==> config.mk <==
export PLATFORM = sky130hd
export DESIGN_NAME = ktms_afu_sintr
export DESIGN_NICKNAME = d
export VERILOG_FILES = /design/src/rtl/ktms_sintr_pkg.sv /design/src/rtl/capi_parcheck.sv /design/src/rtl/ktms_afu_rtry_ctr.sv /design/src/rtl/ktms_afu_sintr.sv
export SDC_FILE = /design/constraint.sdc
export NUM_CORES = 1
export LEC_CHECK = 0
export ABC_AREA = 1
export CORE_ASPECT_RATIO = 1.75
export CORE_UTILIZATION = 30
export CTS_CLUSTER_DIAMETER = 120
export CTS_CLUSTER_SIZE = 20
export DETAILED_ROUTE_END_ITERATION = 6
export PLACE_DENSITY = 0.56
export SYNTH_ARGS = -nofsm -noshare
export SYNTH_HDL_FRONTEND = slang
export SYNTH_SLANG_ARGS = --single-unit
==> constraint.sdc <==
create_clock -name clk -period 2.3 [get_ports clk]
set_input_delay 0.46 -clock clk [delete_from_list [all_inputs] [get_ports clk]]
set_output_delay 0.46 -clock clk [all_outputs]
set_load 0.005 [all_outputs]
==> src/rtl/ktms_sintr_pkg.sv <==
// Shared definitions for the response-stage synchronous interrupt sequencer.
package ktms_sintr_pkg;

   // Sequencer states: accept, issue interrupt, await completion, back off, forward
   typedef enum logic [2:0] {
      ST_IDLE  = 3'd0,
      ST_REQ   = 3'd1,
      ST_WAIT  = 3'd2,
      ST_BKOFF = 3'd3,
      ST_OUT   = 3'd4
   } sintr_state_e;

   // Completion code reported by the PSL for a successful interrupt
   localparam logic [1:0] INTR_RC_OK = 2'd0;

   // Idle cycles inserted between interrupt retries
   localparam int SINTR_BKOFF_DFLT = 16;

endpackage

==> src/rtl/capi_parcheck.sv <==
// Odd-parity checker: flags an error when a qualified word plus its parity bit has even weight.
module capi_parcheck #(
   parameter int width = 64
) (
   input  logic             i_v,
   input  logic [width-1:0] i_d,
   input  logic             i_p,
   output logic             o_error
);

   // A good word has an odd number of ones across data and parity
   always_comb begin
      o_error = i_v & ~(^{i_p, i_d});
   end

endmodule

==> src/rtl/ktms_afu_rtry_ctr.sv <==
// Retry counter and backoff down-counter used between interrupt attempts.
module ktms_afu_rtry_ctr
   import ktms_sintr_pkg::*;
#(
   parameter int bkoff_cycles = SINTR_BKOFF_DFLT,
   parameter int rtry_width   = 6
) (
   input  logic                  clk,
   input  logic                  reset,
   input  logic                  i_rtry_clr,
   input  logic                  i_rtry_inc,
   input  logic [rtry_width-1:0] i_rtry_cfg,
   input  logic                  i_bkoff_ld,
   input  logic                  i_bkoff_dec,
   output logic                  o_rtry_lim,
   output logic                  o_bkoff_zero
);

   localparam int BW = (bkoff_cycles > 1) ? $clog2(bkoff_cycles) : 1;
   localparam logic [BW-1:0] BKOFF_LD = BW'(bkoff_cycles - 1);

   logic [rtry_width-1:0] rtry_cnt_q, rtry_cnt_d;
   logic [BW-1:0]         bkoff_cnt_q, bkoff_cnt_d;

   // Next values: clear/increment for retries, load/decrement for backoff
   always_comb begin
      rtry_cnt_d  = rtry_cnt_q;
      bkoff_cnt_d = bkoff_cnt_q;
      if (i_rtry_clr) begin
         rtry_cnt_d = '0;
      end else if (i_rtry_inc) begin
         rtry_cnt_d = rtry_cnt_q + 1'b1;
      end
      if (i_bkoff_ld) begin
         bkoff_cnt_d = BKOFF_LD;
      end else if (i_bkoff_dec && (bkoff_cnt_q != '0)) begin
         bkoff_cnt_d = bkoff_cnt_q - 1'b1;
      end
   end

   // Counter registers
   always_ff @(posedge clk or negedge reset) begin
      if (!reset) begin
         rtry_cnt_q  <= '0;
         bkoff_cnt_q <= '0;
      end else begin
         rtry_cnt_q  <= rtry_cnt_d;
         bkoff_cnt_q <= bkoff_cnt_d;
      end
   end

   // The live retry limit is compared against the count of retries already made
   assign o_rtry_lim   = (rtry_cnt_q >= i_rtry_cfg);
   assign o_bkoff_zero = (bkoff_cnt_q == '0);

endmodule

==> src/rtl/ktms_afu_sintr.sv <==
// Response-stage interrupt sequencer: optionally raises a synchronous interrupt
// (with retry/backoff) for each response, then forwards it tagged with the outcome.
module ktms_afu_sintr
   import ktms_sintr_pkg::*;
#(
   parameter int ctxtid_width  = 10,
   parameter int ea_width      = 65,
   parameter int tstag_width   = 1,
   parameter int aux_width     = 1,
   parameter int sintrid_width = 4,
   parameter int bkoff_cycles  = SINTR_BKOFF_DFLT
) (
   input  logic                     clk,
   input  logic                     reset,
   input  logic [5:0]               i_rtry_cfg,

   input  logic                     i_rsp_v,
   output logic                     i_rsp_r,
   input  logic [ctxtid_width-1:0]  i_rsp_ctxt,
   input  logic [ea_width-1:0]      i_rsp_ea,
   input  logic [tstag_width-1:0]   i_rsp_tstag,
   input  logic [aux_width-1:0]     i_rsp_aux,
   input  logic                     i_rsp_ec,
   input  logic                     i_rsp_nocmpl,
   input  logic                     i_rsp_sintr_v,
   input  logic [sintrid_width-1:0] i_rsp_sintr_id,

   output logic                     o_intr_v,
   input  logic                     o_intr_r,
   output logic [ctxtid_width-1:0]  o_intr_ctxt,
   output logic [sintrid_width-1:0] o_intr_id,

   input  logic                     i_intr_done_v,
   output logic                     i_intr_done_r,
   input  logic [1:0]               i_intr_done_rc,

   output logic                     o_rsp_v,
   input  logic                     o_rsp_r,
   output logic [ctxtid_width-1:0]  o_rsp_ctxt,
   output logic [ea_width-1:0]      o_rsp_ea,
   output logic [tstag_width-1:0]   o_rsp_tstag,
   output logic [aux_width-1:0]     o_rsp_aux,
   output logic                     o_rsp_ec,
   output logic                     o_rsp_nocmpl,
   output logic                     o_rsp_intr_fail,

   output logic [1:0]               o_dbg_cnt_inc,
   output logic                     o_perror
);

   sintr_state_e state_q, state_d;

   logic [ctxtid_width-1:0]  ctxt_q;
   logic [ea_width-1:0]      ea_q;
   logic [tstag_width-1:0]   tstag_q;
   logic [aux_width-1:0]     aux_q;
   logic                     ec_q;
   logic                     nocmpl_q;
   logic [sintrid_width-1:0] sintr_id_q;
   logic                     intr_fail_q, intr_fail_d;
   logic [1:0]               dbg_q, dbg_d;
   logic                     perr_sticky_q, perr_sticky_d;
   logic                     perror_q;

   logic capture;
   logic rtry_inc;
   logic bkoff_ld;
   logic bkoff_dec;
   logic rtry_lim;
   logic bkoff_zero;
   logic par_err;

   // A new response may enter when idle, or when the held one drains this cycle
   assign i_rsp_r       = (state_q == ST_IDLE) | ((state_q == ST_OUT) & o_rsp_r);
   assign o_intr_v      = (state_q == ST_REQ);
   assign i_intr_done_r = (state_q == ST_WAIT);
   assign o_rsp_v       = (state_q == ST_OUT);

   assign o_intr_ctxt     = ctxt_q;
   assign o_intr_id       = sintr_id_q;
   assign o_rsp_ctxt      = ctxt_q;
   assign o_rsp_ea        = ea_q;
   assign o_rsp_tstag     = tstag_q;
   assign o_rsp_aux       = aux_q;
   assign o_rsp_ec        = ec_q;
   assign o_rsp_nocmpl    = nocmpl_q;
   assign o_rsp_intr_fail = intr_fail_q;
   assign o_dbg_cnt_inc   = dbg_q;
   assign o_perror        = perror_q;

   // Sequencer next-state, counter controls and outcome bookkeeping
   always_comb begin
      state_d     = state_q;
      capture     = 1'b0;
      rtry_inc    = 1'b0;
      bkoff_ld    = 1'b0;
      bkoff_dec   = 1'b0;
      intr_fail_d = intr_fail_q;
      dbg_d       = 2'b00;
      case (state_q)
         ST_IDLE: begin
            if (i_rsp_v) begin
               capture = 1'b1;
               state_d = i_rsp_sintr_v ? ST_REQ : ST_OUT;
            end
         end
         ST_REQ: begin
            if (o_intr_r) begin
               dbg_d[0] = 1'b1;
               state_d  = ST_WAIT;
            end
         end
         ST_WAIT: begin
            if (i_intr_done_v) begin
               if (i_intr_done_rc == INTR_RC_OK) begin
                  intr_fail_d = 1'b0;
                  state_d     = ST_OUT;
               end else if (!rtry_lim) begin
                  rtry_inc = 1'b1;
                  bkoff_ld = 1'b1;
                  state_d  = ST_BKOFF;
               end else begin
                  dbg_d[1]    = 1'b1;
                  intr_fail_d = 1'b1;
                  state_d     = ST_OUT;
               end
            end
         end
         ST_BKOFF: begin
            if (bkoff_zero) begin
               state_d = ST_REQ;
            end else begin
               bkoff_dec = 1'b1;
            end
         end
         ST_OUT: begin
            if (o_rsp_r) begin
               if (i_rsp_v) begin
                  capture = 1'b1;
                  state_d = i_rsp_sintr_v ? ST_REQ : ST_OUT;
               end else begin
                  state_d = ST_IDLE;
               end
            end
         end
         default: begin
            state_d = ST_IDLE;
         end
      endcase
      if (capture) begin
         intr_fail_d = 1'b0;
      end
   end

   // The parity error is sticky until reset
   always_comb begin
      perr_sticky_d = perr_sticky_q | par_err;
   end

   // State, holding register and status registers
   always_ff @(posedge clk or negedge reset) begin
      if (!reset) begin
         state_q       <= ST_IDLE;
         ctxt_q        <= '0;
         ea_q          <= '0;
         tstag_q       <= '0;
         aux_q         <= '0;
         ec_q          <= 1'b0;
         nocmpl_q      <= 1'b0;
         sintr_id_q    <= '0;
         intr_fail_q   <= 1'b0;
         dbg_q         <= 2'b00;
         perr_sticky_q <= 1'b0;
         perror_q      <= 1'b0;
      end else begin
         state_q       <= state_d;
         intr_fail_q   <= intr_fail_d;
         dbg_q         <= dbg_d;
         perr_sticky_q <= perr_sticky_d;
         perror_q      <= perr_sticky_q;
         if (capture) begin
            ctxt_q     <= i_rsp_ctxt;
            ea_q       <= i_rsp_ea;
            tstag_q    <= i_rsp_tstag;
            aux_q      <= i_rsp_aux;
            ec_q       <= i_rsp_ec;
            nocmpl_q   <= i_rsp_nocmpl;
            sintr_id_q <= i_rsp_sintr_id;
         end
      end
   end

   ktms_afu_rtry_ctr #(
      .bkoff_cycles (bkoff_cycles),
      .rtry_width   (6)
   ) u_rtry_ctr (
      .clk          (clk),
      .reset        (reset),
      .i_rtry_clr   (capture),
      .i_rtry_inc   (rtry_inc),
      .i_rtry_cfg   (i_rtry_cfg),
      .i_bkoff_ld   (bkoff_ld),
      .i_bkoff_dec  (bkoff_dec),
      .o_rtry_lim   (rtry_lim),
      .o_bkoff_zero (bkoff_zero)
   );

   capi_parcheck #(
      .width (ea_width - 1)
   ) u_ea_parcheck (
      .i_v     (capture),
      .i_d     (i_rsp_ea[ea_width-2:0]),
      .i_p     (i_rsp_ea[ea_width-1]),
      .o_error (par_err)
   );

endmodule

After elaboration in Yosys (flattened, before gate mapping)
Cells that the tools add are included.

Flip-flop bits (word level): 101. Input bits: 98. Output and inout port bits: 101. Word-level logic and storage cells: 78.

$add $sub $neg: 2. Order comparisons: 1. Equality and inequality tests: 9. Mux-type cells: 34. Bitwise gates (word level): 5. Reduce and logical (&&, ||, !) cells: 13.

Operator list (count): $reduce_xor 65->1 (1); $mux 3 (9); $mux 1 (19); $pmux 3 s5 (1); $mux 6 (2); $mux 4 (2); $reduce_bool 2->1 (4); $add 6x1->6 const B (1); $eq 3x2->1 const B (2); $ge 6x6->1 (1); $ne 2x2->1 const B (3); $reduce_and 5->1 (1); $logic_not 4->1 (1); $ne 2x1->1 const B (2); $reduce_bool 4->1 (1); $sub 4x1->4 const B (1); $eq 3x1->1 const B (1); $eq 3x3->1 const B (1); $logic_not 3->1 (1); $reduce_and 3->1 (1); $reduce_bool 3->1 (1); $and 1x1->1 (2); $logic_not 2->1 (1); $or 1x1->1 (2); other kinds (3) (3).

Depth between registers and ports, before layout
Word-level depth: 7. Gate-level depth with buffers: 16. Gate-level depth less buffers: 16.

Hierarchy
Synthesis repeated with hierarchy kept, for this count alone.

Cell total of the unflattened synthesis: 795. Area total of the unflattened synthesis: 5647.9 um^2.

By module, submodules not included: ktms_afu_sintr (times used 1, cells each 428, area an instance 3677.3 um^2, sequential area each 2277.2 um^2); capi_parcheck (times used 1, cells each 269, area an instance 1256.2 um^2, sequential area each 0.0 um^2); ktms_afu_rtry_ctr (times used 1, cells each 98, area an instance 714.4 um^2, sequential area each 250.2 um^2).

Worst setup path after synthesis
OpenSTA, ideal clock, no wires.

Path kind: input port to flip-flop. Start point: input i_rtry_cfg[3]. End point: register state_q[0]. Library setup time: 0.083 ns. Arrival: 1.819 ns. Data required time: 2.217 ns. Slack: 0.398 ns. Cell stages on the path: 11. Buffers on the path: 0. Cells stage by stage: inv_1 -> ha_1 -> a21oi_1 -> nor2_1 -> nor3_2 -> nand2_1 -> or2_1 -> or2_1 -> nand3b_1 -> nand2_1 -> o21ai_0.

Cells in the longest elaborated chain, start to end: 5.

RTL lines: from (decl) (line ktms_afu_sintr.sv:15) `input logic [5:0] i_rtry_cfg,`; $ge 6x6->1 (line ktms_afu_rtry_ctr.sv:53) `assign o_rtry_lim = (rtry_cnt_q >= i_rtry_cfg);`; $mux 3 (line ktms_afu_sintr.sv:118) `end else if (!rtry_lim) begin`; $mux 3 (line ktms_afu_sintr.sv:115) `if (i_intr_done_rc == INTR_RC_OK) begin`; $mux 3 (line ktms_afu_sintr.sv:114) `if (i_intr_done_v) begin`; $pmux 3 s5 (line ktms_afu_sintr.sv:100) `case (state_q)`; to (signal assigned) (line ktms_afu_sintr.sv:176) `state_q <= state_d;`; to (decl) (line ktms_afu_sintr.sv:51) `sintr_state_e state_q, state_d;`.

Every way passes these cells. The select of a mux whose other input is x is not followed. A chain may end at the register's enable or synchronous reset.

Worst setup path after layout
Start point: register state_q[0]. End point: output i_rsp_r.

Cells in the longest elaborated chain, start to end: 3. Elaborated cells on any way between the ends: 4. Those cells by class: eq/ne: 1; bitwise: 2; reduce/logical: 1.

RTL lines: $eq 3x3->1 (line ktms_afu_sintr.sv:74) `assign i_rsp_r = (state_q == ST_IDLE) | ((state_q == ST_OUT) & o_rsp_r);`; $and 1x1->1 (line ktms_afu_sintr.sv:74); $or 1x1->1 (*) (line ktms_afu_sintr.sv:74); to (decl) (line ktms_afu_sintr.sv:18) `output logic i_rsp_r,`.

Every way passes the cells marked *; elsewhere a longest branch is shown, timed or not.

==> qor.csv <==
metric,value,unit
PortBufs,198,
area delta synth->final,46.20,%
NetSw,2.873,mW
Slew headroom,0.5784,
Gate Count Post-Synth,816,
crit path cell chain,nor2_1 > inv_1 > nor2_1 > clkdlybuf4s50_1,
final setup violation count,0,
htree depth,3,
"most used cell, CP",nor2_1,
pin count of the biggest net entering global routing,54,
P_int,5.561,mW
CTS tree,done,
Clock transition at path regs,0.08,ns
Root Buffer,clkbuf_16,
Tmin final,2.194,ns
switching share of power,0.3406,
ys flop type,dfrtp_1,
Post-CTS Setup Inserts,0,
via count,5417,
Initial Util,0.3054,
worst path required time,1.84,ns
Place WS,-0.1446,ns
vias in the first global route,5393,
GRT Total Usage,0.1683,
GRT overflow,0,
Via-to-Cell Ratio,4.316,
max incr delay on CP,0.52,ns
Fmax achieved,0.4557,GHz
largest area contributor in the netlist,dfrtp_1,
cts hold-fix bufs,0,
DRC viols,0,
CP top delay family,buffers and inverters,
"FF+latch count, synth",101,
Worst-Skew Late Latency,0.35,ns
Clk network pwr share,0.188,
pwr dens,1021,mW/mm2
number of max-cap violations,0,
post-synthesis cell area,0.005649,mm2
run status,"complete, no violations",
Final ANT Viol Nets,0,
"Data arrival, critical path",1.73,ns
"Hold Vio Cnt, Final",0,
number of synthesized flops with an enable pin,0,
First-pass DRT Iterations,4,
IO Pins,199,
syn_area_per_cell,6.923,um2
first-pass GRT wire length,25770,um
Num CTS Buffers,9,
Num Clock Sinks,101,
final worst slack,0.1056,ns
Pins Over Slew Limit,0,
clock skew,0.01042,ns
Initial DRC Count,236,
P_leak,4.336,nW
CP Max Fanout,4,
antenna diode count,0,
worst r2r path cells,11,
Syn Nets,922,
Hold Crit Class,input pin to asynchronous set/reset pin,
Area contributors post-synth,"dfrtp_1 45%, nand2_1 31%, inv_1 5.6%",
WHS,0.1232,ns
"Distinct cells, synth",32,
Comb pwr share,0.456,
Final nets,1118,
WP buf/inv,2,
RSZ-0062 raised after global routing,false,
Detail Placement HPWL,12350,um
wire length per cell,12.47,um
crit path max-delay cell type,clkdlybuf4s50_1,
overall die height,183.5,um
critical path depth in cells,4,
antenna violations before repair,0,
total wire length,15650,um
CP endpoint kind,output pin,
Synth top area share,0.4474,
"Async S/R FF share, synth",1.000,
fraction of layout cells with a size suffix above 1,0.04326,
Clock Path Buffers,2,
row cnt,66,
Max VDD drop,0.4732,mV
worst setup path category,flip-flop to output pin,
chip width,105.7,um
"Core Util, Final",0.4465,
CORE AREA,0.01850,mm2
Ys Warns,0,
crit start category,flip-flop,
routability cong.,0.7785,
"Seq/Total Area, Yosys",0.4474,
fraction of power consumed by sequential logic,0.356,
Final Cycle Share,0.9541,
die area,0.01940,mm2
Slew @ Worst Pin,0.6324,ns
## path summary, 6_finish.rpt
path	to	from	slack [ns]
max	i_rsp_r	state_q[0]	0.11
max in group asynchronous	o_rsp_ea[7]	reset	1.58
min in group clk	o_perror	perr_sticky_q	0.38
min reg2reg	o_perror	perr_sticky_q	0.38
max reg2reg	state_q[0]	u_rtry_ctr.rtry_cnt_q[0]	0.37
min	o_intr_ctxt[9]	reset	0.12
## synthesized netlist by cell type, types with 2 or more instances
| cell type | n |
|---|---|
| buf_4 | 10 |
| o21ai_0 | 51 |
| clkbuf_1 | 6 |
| nor2_1 | 12 |
| nand3_1 | 19 |
| nor3_1 | 3 |
| inv_1 | 84 |
| or2_1 | 2 |
| buf_2 | 12 |
| a21oi_1 | 6 |
| dfrtp_1 | 101 |
| xnor2_1 | 9 |
| nand2_1 | 461 |
| nor3_2 | 2 |
| nor3_4 | 2 |
| o21ai_1 | 2 |
| xor2_1 | 11 |
| inv_2 | 2 |
| ha_1 | 8 |
## cell usage in the layout, fill, tap and decap left out, types with 2 or more instances in the layout
cell,instances
nor3_4,2
xnor2_1,9
clkbuf_16,9
buf_4,11
inv_6,2
clkdlybuf4s50_1,197
clkinv_4,2
o21ai_0,51
or2_1,2
buf_12,5
inv_2,2
inv_1,84
a21oi_1,6
xor2_1,11
nor2_1,12
nand3_1,19
nand2_1,461
ha_1,8
nor3_1,2
dfrtp_1,101
nor3_2,3
o21ai_1,2
## metal layers
metal,wire length (um),share of wire,global-route usage,vias up
li1,-,-,-,2855
met3,704,0.045,0.03438,11
met4,217,0.014,0.04167,0
met2,8547,0.55,0.3312,135
met1,6182,0.39,0.1787,2416
met5,0,0,0,-
## state kept, by name, summed over array words and instances (netlist names)
name / flops
o_rsp_ea: 65
o_intr_ctxt: 10
u_rtry_ctr.rtry_cnt_q: 6
o_intr_id: 4
u_rtry_ctr.bkoff_cnt_q: 4
state_q: 3
o_dbg_cnt_inc: 2
o_perror: 1
o_rsp_aux: 1
o_rsp_ec: 1
o_rsp_intr_fail: 1
o_rsp_nocmpl: 1
o_rsp_tstag: 1
perr_sticky_q: 1
## layout make-up
type / count / area (um2)
Clock inverter: 6 / 76.32
Fill cell: 1916 / 10240
Multi-Input combinational cell: 600 / 2646
Inverter: 87 / 327.8
Sequential cell: 101 / 2527
Timing Repair Buffer: 213 / 2155
Clock buffer: 10 / 229.0
Tap cell: 238 / 297.8
## power by group through the flow
stage / logic, mW / registers [mW] / clock network, mW
global placement: 3.89 / 3.03 / 0
floorplan: 1.56 / 3.05 / 0
detailed placement: 3.91 / 3.03 / 0
CTS: 3.93 / 3.01 / 1.65
finish: 3.84 / 3.00 / 1.59
global route: 4.31 / 3.12 / 1.73
## kinds of logic after synthesis
logic type / Yosys count / synth area share
and+or+nand+nor: 508 / 0.3586
xor gates and xnor gates: 20 / 0.03101
AOI/OAI and AO/OA: 64 / 0.05936
buffers and inverters: 115 / 0.08593
DFF: 101 / 0.4474
adders and majority gates: 8 / 0.01772
## through the flow
step | total power, mW | cells | cell area [um2] | setup TNS (ns)
after floorplan | 4.614 | 816 | 5649 | 0
after global placement | 6.913 | 1239 | 7949 | -0.2065
after detailed placement | 6.942 | 1239 | 7949 | -0.3492
after CTS | 8.585 | 1255 | 8254 | 0
after global routing | 9.161 | 1255 | 8259 | 0
final | 8.434 | 1255 | 8259 | 0
## what timing repair did
action,CTS,global route
resized for setup,0,1
setup endpoints to repair,0,1
hold endpoints to repair,0,0
Power figures use the tool's default switching activity.
